## src/rtl/nn_pkg.sv

```systemverilog
`default_nettype none
// ============================================================================
// Module      : nn_pkg
// Description : Shared state encoding, pooling-mode encodings and helpers
//               for the pooling engine.
// Revision    : 1.0
// ============================================================================
package nn_pkg;

    typedef enum logic [1:0] {
        ST_IDLE  = 2'd0,
        ST_RUN   = 2'd1,
        ST_DRAIN = 2'd2,
        ST_DONE  = 2'd3
    } state_t;

    localparam logic POOL_AVG = 1'b0;
    localparam logic POOL_MAX = 1'b1;

    // Ceiling log2, usable in constant expressions.
    function automatic int clog2(input int value);
        int result;
        result = 0;
        for (int i = 0; i < 31; i++) begin
            if ((1 << i) < value) begin
                result = i + 1;
            end
        end
        return result;
    endfunction

endpackage
`default_nettype wire

```

## src/rtl/pool_acc_unit.sv

```systemverilog
`default_nettype none
// ============================================================================
// Module      : pool_acc_unit
// Description : Combinational accumulate / compare step for one pooling
//               window entry.
// Revision    : 1.0
// ============================================================================
module pool_acc_unit
    import nn_pkg::*;
#(
    parameter int PIX_W = 8,
    parameter int WIN   = 2
) (
    input  logic                           first,
    input  logic [PIX_W+2*clog2(WIN)-1:0]  acc,
    input  logic [PIX_W-1:0]               pixel,
    input  logic                           mode,
    output logic [PIX_W+2*clog2(WIN)-1:0]  result
);

    localparam int c_ACC_W = PIX_W + 2 * clog2(WIN);

    logic [c_ACC_W-1:0] w_pix_ext;

    assign w_pix_ext = c_ACC_W'(pixel);

    always_comb begin
        result = w_pix_ext;
        if (!first) begin
            if (mode == POOL_MAX) begin
                result = (w_pix_ext > acc) ? w_pix_ext : acc;
            end else begin
                result = acc + w_pix_ext;
            end
        end
    end

endmodule
`default_nettype wire

```

## src/rtl/nn_pool_engine.sv

```systemverilog
`default_nettype none
// ============================================================================
// Module      : nn_pool_engine
// Description : Streaming WIN x WIN average / max pooling over a raster-order
//               image, one accumulator per pooled column.
// Revision    : 1.0
// ============================================================================
module nn_pool_engine
    import nn_pkg::*;
#(
    parameter int IMG_W = 28,
    parameter int IMG_H = 28,
    parameter int WIN   = 2,
    parameter int PIX_W = 8,
    parameter int OUT_W = 16
) (
    input  logic             clk,
    input  logic             reset_n,
    input  logic             start,
    input  logic             mode,
    input  logic             in_valid,
    output logic             in_ready,
    input  logic [PIX_W-1:0] in_data,
    output logic             out_valid,
    input  logic             out_ready,
    output logic [OUT_W-1:0] out_data,
    output logic             out_last,
    output logic             busy,
    output logic             done
);

    localparam int c_LOG_WIN = clog2(WIN);
    localparam int c_ACC_W   = PIX_W + 2 * c_LOG_WIN;
    localparam int c_NUM_K   = IMG_W / WIN;
    localparam int c_COL_W   = clog2(IMG_W);
    localparam int c_ROW_W   = clog2(IMG_H);
    localparam int c_K_W     = (c_NUM_K > 1) ? clog2(c_NUM_K) : 1;

    localparam logic [c_COL_W-1:0]   c_COL_LAST   = c_COL_W'(IMG_W - 1);
    localparam logic [c_ROW_W-1:0]   c_ROW_LAST   = c_ROW_W'(IMG_H - 1);
    localparam logic [c_COL_W-1:0]   c_COL_ONE    = c_COL_W'(1);
    localparam logic [c_ROW_W-1:0]   c_ROW_ONE    = c_ROW_W'(1);
    localparam logic [c_LOG_WIN-1:0] c_PHASE_LAST = c_LOG_WIN'(WIN - 1);

    generate
        if ((IMG_W % WIN) != 0) begin : g_bad_img_w
            $error("nn_pool_engine: IMG_W must be a multiple of WIN");
        end
        if ((IMG_H % WIN) != 0) begin : g_bad_img_h
            $error("nn_pool_engine: IMG_H must be a multiple of WIN");
        end
        if ((WIN < 2) || (WIN > 8) || ((WIN & (WIN - 1)) != 0)) begin : g_bad_win
            $error("nn_pool_engine: WIN must be a power of two in 2..8");
        end
        if (OUT_W < PIX_W) begin : g_bad_out_w
            $error("nn_pool_engine: OUT_W must be >= PIX_W");
        end
    endgenerate

    state_t             r_state;
    logic               r_mode;
    logic               r_busy;
    logic               r_done;
    logic [c_COL_W-1:0] r_col;
    logic [c_ROW_W-1:0] r_row;
    logic [c_ACC_W-1:0] r_acc [c_NUM_K];
    logic               r_out_valid;
    logic [OUT_W-1:0]   r_out_data;
    logic               r_out_last;

    logic               w_accept;
    logic [c_K_W-1:0]   w_k;
    logic               w_first;
    logic               w_complete;
    logic               w_last_pix;
    logic [c_ACC_W-1:0] w_acc_cur;
    logic [c_ACC_W-1:0] w_res;
    logic [c_ACC_W-1:0] w_shifted;
    logic [OUT_W-1:0]   w_pooled;

    // Stall intake only while a finished result is still waiting downstream.
    assign in_ready   = (r_state == ST_RUN) && !(r_out_valid && !out_ready);
    assign w_accept   = in_valid && in_ready;
    assign w_k        = c_K_W'(r_col >> c_LOG_WIN);
    assign w_first    = (r_row[c_LOG_WIN-1:0] == '0) && (r_col[c_LOG_WIN-1:0] == '0);
    assign w_complete = (r_row[c_LOG_WIN-1:0] == c_PHASE_LAST) &&
                        (r_col[c_LOG_WIN-1:0] == c_PHASE_LAST);
    assign w_last_pix = (r_col == c_COL_LAST) && (r_row == c_ROW_LAST);
    assign w_acc_cur  = r_acc[w_k];
    assign w_shifted  = w_res >> (2 * c_LOG_WIN);
    assign w_pooled   = OUT_W'((r_mode == POOL_MAX) ? w_res : w_shifted);

    pool_acc_unit #(
        .PIX_W (PIX_W),
        .WIN   (WIN)
    ) u_acc_unit (
        .first  (w_first),
        .acc    (w_acc_cur),
        .pixel  (in_data),
        .mode   (r_mode),
        .result (w_res)
    );

    always_ff @(posedge clk or negedge reset_n) begin
        if (!reset_n) begin
            r_state <= ST_IDLE;
            r_mode  <= POOL_AVG;
            r_busy  <= 1'b0;
            r_done  <= 1'b0;
        end else begin
            r_done <= 1'b0;
            case (r_state)
                ST_IDLE: begin
                    if (start) begin
                        r_state <= ST_RUN;
                        r_mode  <= mode;
                        r_busy  <= 1'b1;
                    end
                end
                ST_RUN: begin
                    if (w_accept && w_last_pix) begin
                        r_state <= ST_DRAIN;
                    end
                end
                ST_DRAIN: begin
                    if (r_out_valid && out_ready && r_out_last) begin
                        r_state <= ST_DONE;
                        r_busy  <= 1'b0;
                        r_done  <= 1'b1;
                    end
                end
                ST_DONE: begin
                    r_state <= ST_IDLE;
                end
                default: begin
                    r_state <= ST_IDLE;
                end
            endcase
        end
    end

    always_ff @(posedge clk or negedge reset_n) begin
        if (!reset_n) begin
            r_col       <= '0;
            r_row       <= '0;
            r_out_valid <= 1'b0;
            r_out_data  <= '0;
            r_out_last  <= 1'b0;
            for (int i = 0; i < c_NUM_K; i++) begin
                r_acc[i] <= '0;
            end
        end else begin
            if ((r_state == ST_IDLE) && start) begin
                r_col <= '0;
                r_row <= '0;
            end else if (w_accept) begin
                r_acc[w_k] <= w_res;
                if (r_col == c_COL_LAST) begin
                    r_col <= '0;
                    r_row <= (r_row == c_ROW_LAST) ? '0 : r_row + c_ROW_ONE;
                end else begin
                    r_col <= r_col + c_COL_ONE;
                end
            end

            // A completing window reloads the register even as the old value drains.
            if (w_accept && w_complete) begin
                r_out_valid <= 1'b1;
                r_out_data  <= w_pooled;
                r_out_last  <= w_last_pix;
            end else if (r_out_valid && out_ready) begin
                r_out_valid <= 1'b0;
                r_out_last  <= 1'b0;
            end
        end
    end

    assign out_valid = r_out_valid;
    assign out_data  = r_out_data;
    assign out_last  = r_out_last;
    assign busy      = r_busy;
    assign done      = r_done;

endmodule
`default_nettype wire
```

## config.mk

```make
export PLATFORM = sky130hd
export DESIGN_NAME = nn_pool_engine
export DESIGN_NICKNAME = d
export VERILOG_FILES = /design/src/rtl/nn_pkg.sv /design/src/rtl/pool_acc_unit.sv /design/src/rtl/nn_pool_engine.sv
export SDC_FILE = /design/constraint.sdc
export NUM_CORES = 1
export LEC_CHECK = 0
export CAP_MARGIN = 10
export CORE_MARGIN = 4
export CORE_UTILIZATION = 50
export CTS_CLUSTER_SIZE = 30
export DETAILED_ROUTE_END_ITERATION = 8
export GPL_ROUTABILITY_DRIVEN = 0
export PLACE_DENSITY = 0.68
export SYNTH_ARGS = -nofsm -noshare
export SYNTH_HDL_FRONTEND = slang
export SYNTH_SLANG_ARGS = --single-unit
```

## constraint.sdc

```tcl
create_clock -name clk -period 11.6 [get_ports clk]
set_input_delay 2.32 -clock clk [delete_from_list [all_inputs] [get_ports clk]]
set_output_delay 2.32 -clock clk [all_outputs]
set_load 0.005 [all_outputs]
```

== Word level (Yosys, flattened, before mapping) ==
Index checks and enable logic that the tools add are counted.

* Register bits after elaboration: 173
* Bits in latches: 0
* Bits in writable memories: 0
* Bits in read-only memories: 0
* Output and inout port bits: 21
* Word-level logic and storage cells: 94
* Memories kept: 0

* Add/subtract/negate cells: 3
* $mul: 0
* Divide/modulo/power cells: 0
* Magnitude comparators: 3
* Eq/ne operators: 8
* Shifts and indexed selects: 0
* Muxes and demuxes: 29
* Bitwise operators: 4
* Reduce and logical (&&, ||, !) cells: 24

{| class="wikitable"
|+ Operators with widths
! kind !! number
|-
| 140-bit bitwise mux || 1
|-
| 10-bit two-way mux || 7
|-
| 10-bit binary-select mux with 4-bit select || 1
|-
| 10-bit demux with 4-bit select || 1
|-
| 5-bit two-way mux || 7
|-
| 1-bit logical AND || 12
|-
| 10-bit by 8-bit adder with 10-bit output || 1
|-
| 5-bit by 1-bit adder with 5-bit output, second input constant || 2
|-
| 5-bit equality test, second input constant || 2
|-
| 8-bit by 10-bit > comparator with 1-bit output || 1
|-
| 2-bit case mux with 4 select lines || 1
|-
| 2-bit nonzero test || 4
|-
| 1-bit two-way mux || 7
|-
| 2-bit two-way mux || 3
|-
| 2-bit AND reduction || 3
|-
| 3-bit AND reduction || 2
|-
| 5-bit greater-or-equal comparator, second input constant || 1
|-
| 5-bit by 1-bit < comparator with 1-bit output, second input constant || 1
|-
| 4-bit NOT with 5-bit output || 1
|-
| 2-bit equality test, second input constant || 2
|-
| 2-bit != test, second input constant || 2
|-
| 1-bit NOT || 3
|-
| 2-bit by 1-bit equality test with 1-bit output, second input constant || 1
|-
| 1-bit logical NOT || 2
|-
| 3 further kinds || 3
|}

== Logic depth before layout (Yosys ltp) ==
Gate-level depths: netlist of the first run.

* Depth in word-level cells: 9
* Mapped depth: 18

== Modules after synthesis ==
Synthesis of the first run repeated with hierarchy kept, for this count alone.

* Cell total of the unflattened synthesis: 687
* Area, all modules: 8769.7 um^2

{| class="wikitable"
|+ Modules (own cells, without submodules)
! module !! times used !! cells an instance !! area an instance (um^2) !! sequential area each (um^2)
|-
| nn_pool_engine || 1 || 555 || 7821.3 || 4179.0
|-
| pool_acc_unit || 1 || 132 || 948.4 || 0.0
|}

== Least setup slack after synthesis of the first run ==
Ideal clock, no wire load.

* Path type: input to output
* Start: in out_ready
* End: out in_ready
* Data arrival time: 2638 ps
* Data required time: 9280 ps
* Path slack: 6642 ps
* Cell stages on the path: 2
* Path buffers: 0
* Path through: nand2b_1 -> and2_1

* Longest elaborated chain between the ends: 4

{| class="wikitable"
|+ Ends and longest elaborated chain
! item !! RTL line !! RTL
|-
| start: declaration || nn_pool_engine.sv:25 || <nowiki>input logic out_ready,</nowiki>
|-
| 1-bit logical NOT || nn_pool_engine.sv:82 || <nowiki>assign in_ready = (r_state == ST_RUN) && !(r_out_valid && !out_ready);</nowiki>
|-
| 1-bit logical AND || nn_pool_engine.sv:82 ||
|-
| 1-bit logical NOT || nn_pool_engine.sv:82 ||
|-
| 1-bit logical AND || nn_pool_engine.sv:82 ||
|-
| end: declaration || nn_pool_engine.sv:22 || <nowiki>output logic in_ready,</nowiki>
|}

No other way between the ends.

== Worst setup path after layout of the first run ==
Same ends and word-level chain as after synthesis.

==> run_summary.xml, run 1 <==
<?xml version="1.0" encoding="UTF-8"?>
<metrics>
  <group name="timing">
    <metric name="timing.clock.skew" unit="ps">10.6</metric>
    <metric name="drv_slew" unit="">0</metric>
    <metric name="finalSetupTns" unit="ps">0</metric>
    <metric name="max_freq" unit="MHz">169</metric>
    <metric name="finalHoldWorstSlack" unit="ps">478</metric>
    <metric name="finalWorstPathRequiredPeriod" unit="ps">5930</metric>
    <metric name="worst_slew_pin_slew" unit="ps">1180</metric>
    <metric name="max_slew_margin" unit="%">21.4</metric>
    <metric name="setup_viol_count_final" unit="">0</metric>
    <metric name="layout_worst_path_cycle_share" unit="%">51.1</metric>
    <metric name="hold_violations" unit="">0</metric>
    <metric name="grt_setup_unrepaired" unit="">false</metric>
  </group>
  <group name="synthesis">
    <metric name="synth_sequential_area_ratio" unit="%">48.8</metric>
    <metric name="post_synth_most_frequent_cells" unit="">167 x sky130_fd_sc_hd__dfrtp_1, 134 x sky130_fd_sc_hd__nand2_1, 97 x sky130_fd_sc_hd__nor2_1, 77 x sky130_fd_sc_hd__o21ai_0, 70 x sky130_fd_sc_hd__a21oi_1</metric>
    <metric name="ys_async_sr_fraction" unit="%">100</metric>
    <metric name="postSynthRegisterBits" unit="">167</metric>
    <metric name="synth.cell_area" unit="um2">8560</metric>
    <metric name="yosysTopAreaCell" unit="">sky130_fd_sc_hd__dfrtp_1</metric>
    <metric name="synth_top_area_share" unit="%">48.8</metric>
    <metric name="total_number_of_yosys_warnings" unit="">0</metric>
    <metric name="synthTopCellsByArea" unit="">sky130_fd_sc_hd__dfrtp_1 49%, sky130_fd_sc_hd__mux4_2 6.8%, sky130_fd_sc_hd__nand2_1 5.9%</metric>
    <metric name="most_common_cell_in_the_netlist" unit="">sky130_fd_sc_hd__dfrtp_1</metric>
    <metric name="number_of_instances_in_the_synthesized_netlist" unit="">864</metric>
    <metric name="postSynthAreaPerCell" unit="um2">9.90</metric>
    <metric name="synth-edff-count" unit="">0</metric>
    <metric name="top_flip_flop_cell_by_instance_count_after_synthesis" unit="">sky130_fd_sc_hd__dfrtp_1</metric>
    <metric name="synth_cell_types" unit="">63</metric>
  </group>
  <group name="power">
    <metric name="p_int" unit="W">0.00161</metric>
    <metric name="pwr-share-comb" unit="%">47.8</metric>
    <metric name="p_leak" unit="nW">4.12</metric>
    <metric name="power.density" unit="nW/um2">294</metric>
    <metric name="net-switching-power" unit="W">0.00118</metric>
    <metric name="vdd.ir_drop.worst" unit="uV">165</metric>
    <metric name="clkPwrFrac" unit="%">19.9</metric>
    <metric name="sw_frac_of_total" unit="%">42.3</metric>
    <metric name="power.sequential.fraction" unit="%">32.4</metric>
  </group>
  <group name="finish">
    <metric name="area_delta_synth_final" unit="%">10.6</metric>
    <metric name="postLayoutCoreUtil" unit="%">56.7</metric>
    <metric name="insertedDiodeCount" unit="">0</metric>
    <metric name="num-nets-final" unit="">906</metric>
    <metric name="post_route_cells_drive_above_1_share" unit="%">8.88</metric>
  </group>
  <group name="detailed_routing">
    <metric name="postRouteWirelength" unit="um">19900</metric>
    <metric name="detail_route.iter0.violations" unit="">434</metric>
    <metric name="drc" unit="">0</metric>
    <metric name="route.detailed.vias_per_inst" unit="">5.80</metric>
    <metric name="drt.antenna.violating_nets" unit="">0</metric>
    <metric name="routed-via-count" unit="">6371</metric>
    <metric name="first_pass_iters" unit="">5</metric>
    <metric name="wire_per_inst" unit="um">18.1</metric>
  </group>
  <group name="grt">
    <metric name="grt_pass1_wl" unit="um">32900</metric>
    <metric name="grt_pass1_vias" unit="">6120</metric>
    <metric name="antenna_violations_before_repair" unit="">0</metric>
    <metric name="global_route.overflow_total" unit="">0</metric>
    <metric name="grt_start_max_net_pins" unit="">105</metric>
    <metric name="grtUsageTotal" unit="%">21.3</metric>
  </group>
  <group name="setup_path">
    <metric name="critical_path.n_buffers_inverters" unit="">2</metric>
    <metric name="crit_required" unit="ps">9280</metric>
    <metric name="crit_start" unit="">out_ready</metric>
    <metric name="crit_path_max_fanout" unit="">4</metric>
    <metric name="reg2reg_from" unit="">r_col[1]</metric>
    <metric name="critical_path.cell_chain" unit="">clkdlybuf4s50_1 &gt; nand2b_1 &gt; and2_1 &gt; clkdlybuf4s50_1</metric>
    <metric name="cp_data_arrival_time" unit="ps">3610</metric>
    <metric name="max_stage_delay_on_crit_path" unit="ps">490</metric>
    <metric name="timing.critical_path.depth" unit="">4</metric>
    <metric name="cpMostUsedCell" unit="">sky130_fd_sc_hd__clkdlybuf4s50_1</metric>
    <metric name="delay_heaviest_family_cp" unit="">buffers and inverters</metric>
    <metric name="startpoint_type" unit="">input pin</metric>
    <metric name="end_kind" unit="">primary output</metric>
    <metric name="endpoint" unit="">in_ready</metric>
    <metric name="rrSetupSlack" unit="ps">6340</metric>
    <metric name="worstRegToRegCells" unit="">11</metric>
    <metric name="r2r_end" unit="">r_acc[103]</metric>
    <metric name="cp_slowest_cell" unit="">sky130_fd_sc_hd__clkdlybuf4s50_1</metric>
    <metric name="setup.worst_path.class" unit="">input pin to primary output</metric>
  </group>
  <group name="clock_network">
    <metric name="clk_transition_reported_paths" unit="ps">60</metric>
    <metric name="cts_max_path_buffers" unit="">2</metric>
    <metric name="cts-buffers-inserted" unit="">17</metric>
    <metric name="clk_root_buffer_cell" unit="">sky130_fd_sc_hd__clkbuf_16</metric>
    <metric name="worstSkewPairLatency" unit="ps">420</metric>
    <metric name="post_cts.resized_instances" unit="">0</metric>
    <metric name="cts.hold.buffers_added" unit="">0</metric>
    <metric name="cts_tree" unit="">yes</metric>
    <metric name="cts_htree_levels" unit="">4</metric>
    <metric name="cts_post_setup_buffers_inserted" unit="">0</metric>
    <metric name="clock-sinks" unit="">167</metric>
  </group>
  <group name="run_status">
    <metric name="status" unit="">complete, no violations</metric>
  </group>
  <group name="placed_design">
    <metric name="place_hpwl" unit="um">13500</metric>
    <metric name="portBuffers" unit="">28</metric>
  </group>
  <group name="floorplan">
    <metric name="start_util" unit="%">51.2</metric>
    <metric name="die-width" unit="um">139</metric>
    <metric name="io-pin-count" unit="">35</metric>
    <metric name="floorplan.die.height" unit="um">139</metric>
    <metric name="die-area" unit="um2">19300</metric>
    <metric name="core-area" unit="um2">16700</metric>
    <metric name="rows" unit="">47</metric>
  </group>
  <group name="worst_hold_path">
    <metric name="timing.hold.worst_path_depth" unit="">2</metric>
    <metric name="min_from" unit="">r_acc[119]</metric>
    <metric name="hold_path_class" unit="">flop to flop</metric>
  </group>
  <group name="flow_run">
    <metric name="cap_viol_max_count" unit="">0</metric>
  </group>
</metrics>
-- area by class of cell --
type / instances / area [um2]
Clock buffer: 21 / 450
Clock inverter: 11 / 124
Fill cell: 1451 / 7240
Inverter: 18 / 67.6
Timing Repair Buffer: 35 / 334
Multi-Input combinational cell: 626 / 4030
Tap cell: 220 / 275
Sequential cell: 167 / 4180
-- worst min-delay path by stage --
stage	end	slack, ps
2_1_floorplan	r_acc[89]	440
3_3_place_gp	r_acc[119]	450
3_5_place_dp	r_acc[100]	470
4_1_cts	r_acc[100]	480
5_1_grt	r_acc[100]	500
6_report	r_acc[119]	480
-- placed cells by master (no fill, tap or decap), drive strengths merged, types with 20 or more instances in the layout --
cell type      instances
inv                   20
mux2i                 27
dfrtp                167
clkdlybuf4s50         27
ha                    26
mux4                  26
clkbuf                21
o21ai                 88
nor2                  97
a21oi                 70
nand2                134
-- sequential cells by signal (all words and copies together) (netlist names) --
signal / count
r_mode: 1
out_valid: 1
done: 1
r_acc: 140
r_state: 2
r_row: 5
out_data: 10
out_last: 1
busy: 1
r_col: 5
-- cell families (layout without fill, tap and decap cells) --
logic type      after synthesis  after routing  synth area share, %
simple gates                299            299                 15.1
compound gates              230            230                 16.5
flops                       167            167                 48.8
buf+inv                      76             85                 4.27
mux                          55             55                 10.3
fa+ha+maj                    27             27                 4.04
xor+xnor                      9              9                0.921
other cells                   1              6               0.0438
-- worst reg2reg max path: stages, from the launching register on --
cell and delay, ps:
sky130_fd_sc_hd__dfrtp_2 340, sky130_fd_sc_hd__buf_4 630, sky130_fd_sc_hd__mux4_2 640, sky130_fd_sc_hd__a22o_1 290, sky130_fd_sc_hd__a211oi_1 510, sky130_fd_sc_hd__ha_1 340, sky130_fd_sc_hd__nand4_1 150, sky130_fd_sc_hd__o21bai_1 180
sky130_fd_sc_hd__a31oi_1 200, sky130_fd_sc_hd__nand3_2 460, sky130_fd_sc_hd__o311ai_2 1100, sky130_fd_sc_hd__o21ai_0 250
-- power by group through the flow --
stage	registers [W]	logic [W]	clock network [W]
detailed placement	0.000910	0.00132	0
CTS	0.000900	0.00133	0.000565
global placement	0.000900	0.00130	0
finish	0.000902	0.00133	0.000553
global route	0.000925	0.00147	0.000590
floorplan	0.000860	0.00106	0
-- through the flow --
stage	power, W	setup slack (ps)	instances	cell area, um2
final	0.00279	5670	1098	9460
after global routing	0.00298	5580	1098	9460
after CTS	0.00279	5660	1098	9460
after detailed placement	0.00223	5670	1066	8890
after global placement	0.00220	5700	1066	8890
after floorplan	0.00192	6640	869	8580
-- metal layers --
metal	GRT usage, %	wire [um]
met4	6.95	384
met5	0	0
met1	32.0	9470
met2	31.9	9020
met3	3.41	1050
(Power assumes the default switching activity.)
==> run 2, diff against run 1 <==
clock period = 5.7 ns   (was 11.6 ns; I/O delays follow)
==> run 2 against run 1 <==
Effect of this change: non-clock buffer count rose by 9; sequential share of layout area fell by 0.47 points; power rose by 110%; hold slack improved by 0.91 ps; clock skew rose by 1.1 ps; critical endpoint is now r_acc[74]; largest power group unchanged; highest routed layer unchanged.
==> run_summary.xml, run 2 (synthesis results as in run 1) <==
<?xml version="1.0" encoding="UTF-8"?>
<metrics>
  <group name="finish">
    <metric name="layout.cell_area.non_filler" unit="um2">9570</metric>
    <metric name="area_delta_synth_final" unit="%">11.8</metric>
    <metric name="post_route_cells_drive_above_1_share" unit="%">10.1</metric>
    <metric name="layout.cells.most_common" unit="">sky130_fd_sc_hd__dfrtp_1</metric>
    <metric name="count_of_fill_cells_added_during_filler_insertion" unit="">1460</metric>
    <metric name="ff_latch_area" unit="um2">4180</metric>
    <metric name="postLayoutCoreUtil" unit="%">57.3</metric>
    <metric name="top_register" unit="">r_acc</metric>
    <metric name="multi_input_area" unit="um2">4030</metric>
    <metric name="instances_no_fill" unit="">1107</metric>
    <metric name="insertedDiodeCount" unit="">0</metric>
    <metric name="num-nets-final" unit="">915</metric>
    <metric name="largest_register_ff_count" unit="">140</metric>
    <metric name="layout_common_cells" unit="">165 x sky130_fd_sc_hd__dfrtp_1, 134 x sky130_fd_sc_hd__nand2_1, 97 x sky130_fd_sc_hd__nor2_1, 77 x sky130_fd_sc_hd__o21ai_0, 70 x sky130_fd_sc_hd__a21oi_1</metric>
  </group>
  <group name="floorplan">
    <metric name="die-area" unit="um2">19300</metric>
    <metric name="start_util" unit="%">51.2</metric>
    <metric name="core-area" unit="um2">16700</metric>
    <metric name="die-width" unit="um">139</metric>
    <metric name="rows" unit="">47</metric>
    <metric name="floorplan.die.height" unit="um">139</metric>
    <metric name="io-pin-count" unit="">35</metric>
  </group>
  <group name="placed_design">
    <metric name="dp.cells" unit="">1075</metric>
    <metric name="portBuffers" unit="">28</metric>
    <metric name="dpl-instance-area" unit="um2">8960</metric>
    <metric name="place_hpwl" unit="um">14500</metric>
  </group>
  <group name="detailed_routing">
    <metric name="wire_per_inst" unit="um">18.9</metric>
    <metric name="postRouteWirelength" unit="um">20900</metric>
    <metric name="route.detailed.vias_per_inst" unit="">5.85</metric>
    <metric name="drc" unit="">0</metric>
    <metric name="drt.antenna.violating_nets" unit="">0</metric>
    <metric name="routed-via-count" unit="">6480</metric>
    <metric name="first_pass_iters" unit="">5</metric>
    <metric name="detail_route.iter0.violations" unit="">513</metric>
  </group>
  <group name="setup_path">
    <metric name="end_kind" unit="">flop</metric>
    <metric name="crit_required" unit="ps">5990</metric>
    <metric name="startpoint_type" unit="">flop</metric>
    <metric name="setup.worst_path.class" unit="">flop to flop</metric>
    <metric name="cp_data_arrival_time" unit="ps">4940</metric>
    <metric name="crit_path_max_fanout" unit="">27</metric>
  </group>
  <group name="timing">
    <metric name="setup_viol_count_final" unit="">0</metric>
    <metric name="finalSetupTns" unit="ps">0</metric>
    <metric name="layout_worst_path_cycle_share" unit="%">81.6</metric>
    <metric name="drv_slew" unit="">0</metric>
    <metric name="hold_violations" unit="">0</metric>
    <metric name="max_freq" unit="MHz">215</metric>
    <metric name="timing.clock.skew" unit="ps">11.6</metric>
    <metric name="max_slew_margin" unit="%">35.2</metric>
    <metric name="finalWorstPathRequiredPeriod" unit="ps">4650</metric>
    <metric name="grt_setup_unrepaired" unit="">false</metric>
    <metric name="worst_slew_pin_slew" unit="ps">963</metric>
  </group>
  <group name="power">
    <metric name="vdd.ir_drop.worst" unit="uV">368</metric>
    <metric name="power.density" unit="nW/um2">612</metric>
    <metric name="p_leak" unit="nW">4.19</metric>
  </group>
  <group name="clock_network">
    <metric name="cts_htree_levels" unit="">4</metric>
    <metric name="cts_max_path_buffers" unit="">2</metric>
    <metric name="clk_root_buffer_cell" unit="">sky130_fd_sc_hd__clkbuf_16</metric>
    <metric name="cts_tree" unit="">yes</metric>
    <metric name="clk_transition_reported_paths" unit="ps">70</metric>
    <metric name="worstSkewPairLatency" unit="ps">440</metric>
    <metric name="cts_post_setup_buffers_inserted" unit="">0</metric>
    <metric name="clock-sinks" unit="">167</metric>
    <metric name="cts-buffers-inserted" unit="">17</metric>
    <metric name="cts.hold.buffers_added" unit="">0</metric>
    <metric name="post_cts.resized_instances" unit="">0</metric>
  </group>
  <group name="worst_hold_path">
    <metric name="hold_path_class" unit="">flop to flop</metric>
  </group>
  <group name="grt">
    <metric name="grt_pass1_vias" unit="">6391</metric>
    <metric name="grt_start_max_net_pins" unit="">67</metric>
    <metric name="antenna_violations_before_repair" unit="">0</metric>
    <metric name="grt_pass1_wl" unit="um">34700</metric>
    <metric name="grtUsageTotal" unit="%">22.4</metric>
    <metric name="global_route.overflow_total" unit="">0</metric>
  </group>
  <group name="flow_run">
    <metric name="cap_viol_max_count" unit="">0</metric>
  </group>
  <group name="run_status">
    <metric name="status" unit="">complete, no violations</metric>
  </group>
</metrics>
==> run 2: layout make-up <==
type | instances | share of cell area [%]
multi-input combinational | 626 | 42.1
clock buffer | 17 | 4.45
inverter | 18 | 0.706
clock inverter | 15 | 1.91
sequential | 167 | 43.7
timing repair buffer | 44 | 4.20
tap | 220 | 2.88
==> run 2: through the flow <==
| stage | hold WS (ps) | worst slack (ps) | total power, W |
|---|---|---|---|
| after floorplan | 443 | 1770 | 0.00390 |
| after global placement | 457 | 1220 | 0.00459 |
| after detailed placement | 466 | 1060 | 0.00464 |
| after CTS | 482 | 1070 | 0.00586 |
| after global routing | 503 | 528 | 0.00628 |
| final | 478 | 1050 | 0.00586 |
==> run 2: worst max-delay path, stage by stage, from the launching register on <==
cell and delay (ps):
sky130_fd_sc_hd__dfrtp_2 630, sky130_fd_sc_hd__buf_4 460, sky130_fd_sc_hd__buf_4 270, sky130_fd_sc_hd__mux2i_1 200, sky130_fd_sc_hd__nor2_1 50, sky130_fd_sc_hd__a211oi_1 470, sky130_fd_sc_hd__ha_1 340, sky130_fd_sc_hd__nand4_1 170
sky130_fd_sc_hd__o21bai_1 200, sky130_fd_sc_hd__a31oi_1 210, sky130_fd_sc_hd__nand3_2 420, sky130_fd_sc_hd__nor3_1 290, sky130_fd_sc_hd__a311o_1 580, sky130_fd_sc_hd__o21ai_0 200
==> run 2: final timing paths <==
path                             from         end  slack [ps]  cells after the start
setup / recovery             r_col[1]   r_acc[74]        1050                     13
setup reg to reg             r_col[1]   r_acc[74]        1050                     13
min in group asynchronous     reset_n  r_state[0]         680                      1
hold / removal             r_acc[119]  r_acc[119]         480                      2
max in group asynchronous     reset_n   r_acc[65]        3880                      2
hold reg to reg            r_acc[119]  r_acc[119]         480                      2
==> run 2: metal layers <==
metal	wire length (um)	track usage (%)	up-vias	share of wire, %
met3	1220	5.28	44	5.8
met2	9500	34.0	194	45
met1	9680	32.2	3184	46
met5	0	0	-	0
met4	505	7.31	0	2.4
li1	-	-	3058	-
==> run 2: power by group <==
part | internal [W] | switching (W) | total, W
sequential | 0.00158 | 0.000312 | 0.00189
clock | 0.000665 | 0.000532 | 0.00120
combinational | 0.00110 | 0.00166 | 0.00277
total | 0.00335 | 0.00251 | 0.00586
==> run 3, diff against run 2 <==
clock period = 4.8 ns   (was 5.7 ns; I/O delays follow)
==> run 3 against run 2 <==
Effect of this change: sequential power up 17%; die area unchanged; register-to-register slack got worse by 680 ps; routed wire length decreased by 1.7%; design area increased by 0.30%; critical path depth did not move; flip-flop and latch count did not move; clock power grew 17%; utilization increased by 0.17 points; critical path type unchanged; largest cell class unchanged.
==> run_summary.xml, run 3 (synthesis results as in run 1) <==
<?xml version="1.0" encoding="UTF-8"?>
<metrics>
  <group name="finish">
    <metric name="postLayoutCoreUtil" unit="%">57.4</metric>
    <metric name="top_register" unit="">r_acc</metric>
    <metric name="instances_no_fill" unit="">1110</metric>
    <metric name="largest_register_ff_count" unit="">140</metric>
    <metric name="insertedDiodeCount" unit="">0</metric>
    <metric name="layout.cells.most_common" unit="">sky130_fd_sc_hd__dfrtp_1</metric>
    <metric name="num-nets-final" unit="">918</metric>
    <metric name="post_route_cells_drive_above_1_share" unit="%">10.4</metric>
    <metric name="area_delta_synth_final" unit="%">12.1</metric>
    <metric name="count_of_fill_cells_added_during_filler_insertion" unit="">1433</metric>
    <metric name="layout_common_cells" unit="">165 x sky130_fd_sc_hd__dfrtp_1, 134 x sky130_fd_sc_hd__nand2_1, 97 x sky130_fd_sc_hd__nor2_1, 77 x sky130_fd_sc_hd__o21ai_0, 70 x sky130_fd_sc_hd__a21oi_1</metric>
  </group>
  <group name="floorplan">
    <metric name="die-area" unit="um2">19300</metric>
    <metric name="rows" unit="">47</metric>
    <metric name="floorplan.die.height" unit="um">139</metric>
    <metric name="core-area" unit="um2">16700</metric>
    <metric name="io-pin-count" unit="">35</metric>
    <metric name="die-width" unit="um">139</metric>
    <metric name="start_util" unit="%">51.2</metric>
  </group>
  <group name="setup_path">
    <metric name="cp_slowest_cell" unit="">sky130_fd_sc_hd__dfrtp_1</metric>
    <metric name="crit_required" unit="ps">5080</metric>
    <metric name="startpoint_type" unit="">flop</metric>
    <metric name="crit_path_max_fanout" unit="">18</metric>
    <metric name="critical_path.n_buffers_inverters" unit="">2</metric>
    <metric name="max_stage_delay_on_crit_path" unit="ps">600</metric>
    <metric name="timing.critical_path.depth" unit="">13</metric>
    <metric name="reg2reg_from" unit="">r_col[4]</metric>
    <metric name="cp_data_arrival_time" unit="ps">4710</metric>
    <metric name="worstRegToRegCells" unit="">13</metric>
    <metric name="crit_start" unit="">r_col[4]</metric>
    <metric name="end_kind" unit="">flop</metric>
    <metric name="critical_path.cell_chain" unit="">nor2b_1 &gt; buf_4 &gt; a22o_1 &gt; a211oi_1 &gt; buf_4 &gt; ha_1 &gt; nand4_1 &gt; o21bai_1 &gt; a31oi_1 &gt; nand3_2 &gt; nor3_1 &gt; a311o_1 &gt; o21ai_0</metric>
    <metric name="cpMostUsedCell" unit="">sky130_fd_sc_hd__buf_4</metric>
    <metric name="setup.worst_path.class" unit="">flop to flop</metric>
    <metric name="delay_heaviest_family_cp" unit="">compound AO/OA/AOI/OAI gates</metric>
  </group>
  <group name="placed_design">
    <metric name="dp.cells" unit="">1078</metric>
    <metric name="place_hpwl" unit="um">14200</metric>
    <metric name="portBuffers" unit="">28</metric>
  </group>
  <group name="power">
    <metric name="vdd.ir_drop.worst" unit="uV">472</metric>
    <metric name="power.sequential.fraction" unit="%">32.0</metric>
    <metric name="pwr-share-comb" unit="%">47.7</metric>
    <metric name="power.density" unit="nW/um2">724</metric>
    <metric name="p_int" unit="W">0.00401</metric>
    <metric name="p_leak" unit="nW">4.21</metric>
    <metric name="clkPwrFrac" unit="%">20.2</metric>
    <metric name="net-switching-power" unit="W">0.00293</metric>
    <metric name="sw_frac_of_total" unit="%">42.2</metric>
  </group>
  <group name="clock_network">
    <metric name="cts-buffers-inserted" unit="">17</metric>
    <metric name="clk_transition_reported_paths" unit="ps">70</metric>
    <metric name="worstSkewPairLatency" unit="ps">430</metric>
    <metric name="post_cts.resized_instances" unit="">0</metric>
    <metric name="cts_htree_levels" unit="">4</metric>
    <metric name="cts_post_setup_buffers_inserted" unit="">0</metric>
    <metric name="cts_max_path_buffers" unit="">2</metric>
    <metric name="clock-sinks" unit="">167</metric>
    <metric name="cts_tree" unit="">yes</metric>
    <metric name="clk_root_buffer_cell" unit="">sky130_fd_sc_hd__clkbuf_16</metric>
    <metric name="cts.hold.buffers_added" unit="">0</metric>
  </group>
  <group name="detailed_routing">
    <metric name="drc" unit="">0</metric>
    <metric name="routed-via-count" unit="">6473</metric>
    <metric name="drt.antenna.violating_nets" unit="">0</metric>
    <metric name="route.detailed.vias_per_inst" unit="">5.83</metric>
    <metric name="detail_route.iter0.violations" unit="">587</metric>
    <metric name="wire_per_inst" unit="um">18.5</metric>
    <metric name="postRouteWirelength" unit="um">20600</metric>
    <metric name="first_pass_iters" unit="">5</metric>
  </group>
  <group name="grt">
    <metric name="antenna_violations_before_repair" unit="">0</metric>
    <metric name="grt_pass1_wl" unit="um">34100</metric>
    <metric name="grt_start_max_net_pins" unit="">85</metric>
    <metric name="grt_pass1_vias" unit="">6308</metric>
    <metric name="grtUsageTotal" unit="%">22.1</metric>
    <metric name="global_route.overflow_total" unit="">0</metric>
  </group>
  <group name="worst_hold_path">
    <metric name="timing.hold.worst_path_depth" unit="">2</metric>
    <metric name="min_from" unit="">r_acc[33]</metric>
    <metric name="hold_path_class" unit="">flop to flop</metric>
  </group>
  <group name="timing">
    <metric name="layout_worst_path_cycle_share" unit="%">92.3</metric>
    <metric name="max_slew_margin" unit="%">34.0</metric>
    <metric name="grt_setup_unrepaired" unit="">false</metric>
    <metric name="finalSetupTns" unit="ps">0</metric>
    <metric name="max_freq" unit="MHz">226</metric>
    <metric name="worst_slew_pin_slew" unit="ps">983</metric>
    <metric name="timing.clock.skew" unit="ps">9.82</metric>
    <metric name="setup_viol_count_final" unit="">0</metric>
    <metric name="hold_violations" unit="">0</metric>
    <metric name="finalWorstPathRequiredPeriod" unit="ps">4430</metric>
    <metric name="drv_slew" unit="">0</metric>
  </group>
  <group name="flow_run">
    <metric name="cap_viol_max_count" unit="">0</metric>
  </group>
  <group name="run_status">
    <metric name="status" unit="">complete, no violations</metric>
  </group>
</metrics>
## run 3: cell types whose count changed in the layout (fill, tap and decap cells not counted), sizes merged
cell,before,now
clkbuf,17,18
inv,26,24
clkinv,4,5
buf,17,20
## run 3: layout make-up
type	instances	area, um2	share of cell area, %
Clock buffer	18	439	4.58
Multi-Input combinational cell	626	4030	42.0
Inverter	18	67.6	0.704
Tap cell	220	275	2.87
Timing Repair Buffer	47	437	4.55
Sequential cell	167	4180	43.6
Clock inverter	14	163	1.70
## run 3: metrics by stage
stage	power, W	hold slack (ps)	setup slack (ps)	cell area (um2)
after floorplan	0.00463	443	868	8580
after global placement	0.00545	456	524	8990
after detailed placement	0.00550	465	495	8990
after CTS	0.00694	480	474	9590
after global routing	0.00743	502	110	9590
final	0.00694	479	369	9590
## run 3: worst paths after layout
path,endpoint,slack [ps]
min in group asynchronous,r_state[0],570
max,r_acc[54],370
max reg2reg,r_acc[54],370
min reg2reg,r_acc[33],480
max in group asynchronous,r_acc[111],3130
min,r_acc[33],480
## run 3: layer usage
metal	vias up	global-route usage [%]	routed length (um)
li1	3071	-	-
met1	3153	31.8	9530
met2	213	33.4	9340
met3	36	4.69	1240
met4	0	8.03	446
met5	-	0	0
## run 3: power by group through the flow
stage | registers (W) | clock network, W | logic (W)
after floorplan | 0.00208 | 0 | 0.00255
after global placement | 0.00223 | 0 | 0.00322
after detailed placement | 0.00224 | 0 | 0.00327
after CTS | 0.00222 | 0.00142 | 0.00329
after global routing | 0.00228 | 0.00149 | 0.00366
final | 0.00222 | 0.00140 | 0.00332
## run 3: worst reg2reg max path, stage by stage (launching register included)
cell and delay (ps):
sky130_fd_sc_hd__dfrtp_1 600, sky130_fd_sc_hd__nor2b_1 570, sky130_fd_sc_hd__buf_4 270, sky130_fd_sc_hd__a22o_1 210, sky130_fd_sc_hd__a211oi_1 70, sky130_fd_sc_hd__buf_4 160
sky130_fd_sc_hd__ha_1 440, sky130_fd_sc_hd__nand4_1 170, sky130_fd_sc_hd__o21bai_1 190, sky130_fd_sc_hd__a31oi_1 190, sky130_fd_sc_hd__nand3_2 380, sky130_fd_sc_hd__nor3_1 270
sky130_fd_sc_hd__a311o_1 560, sky130_fd_sc_hd__o21ai_0 210
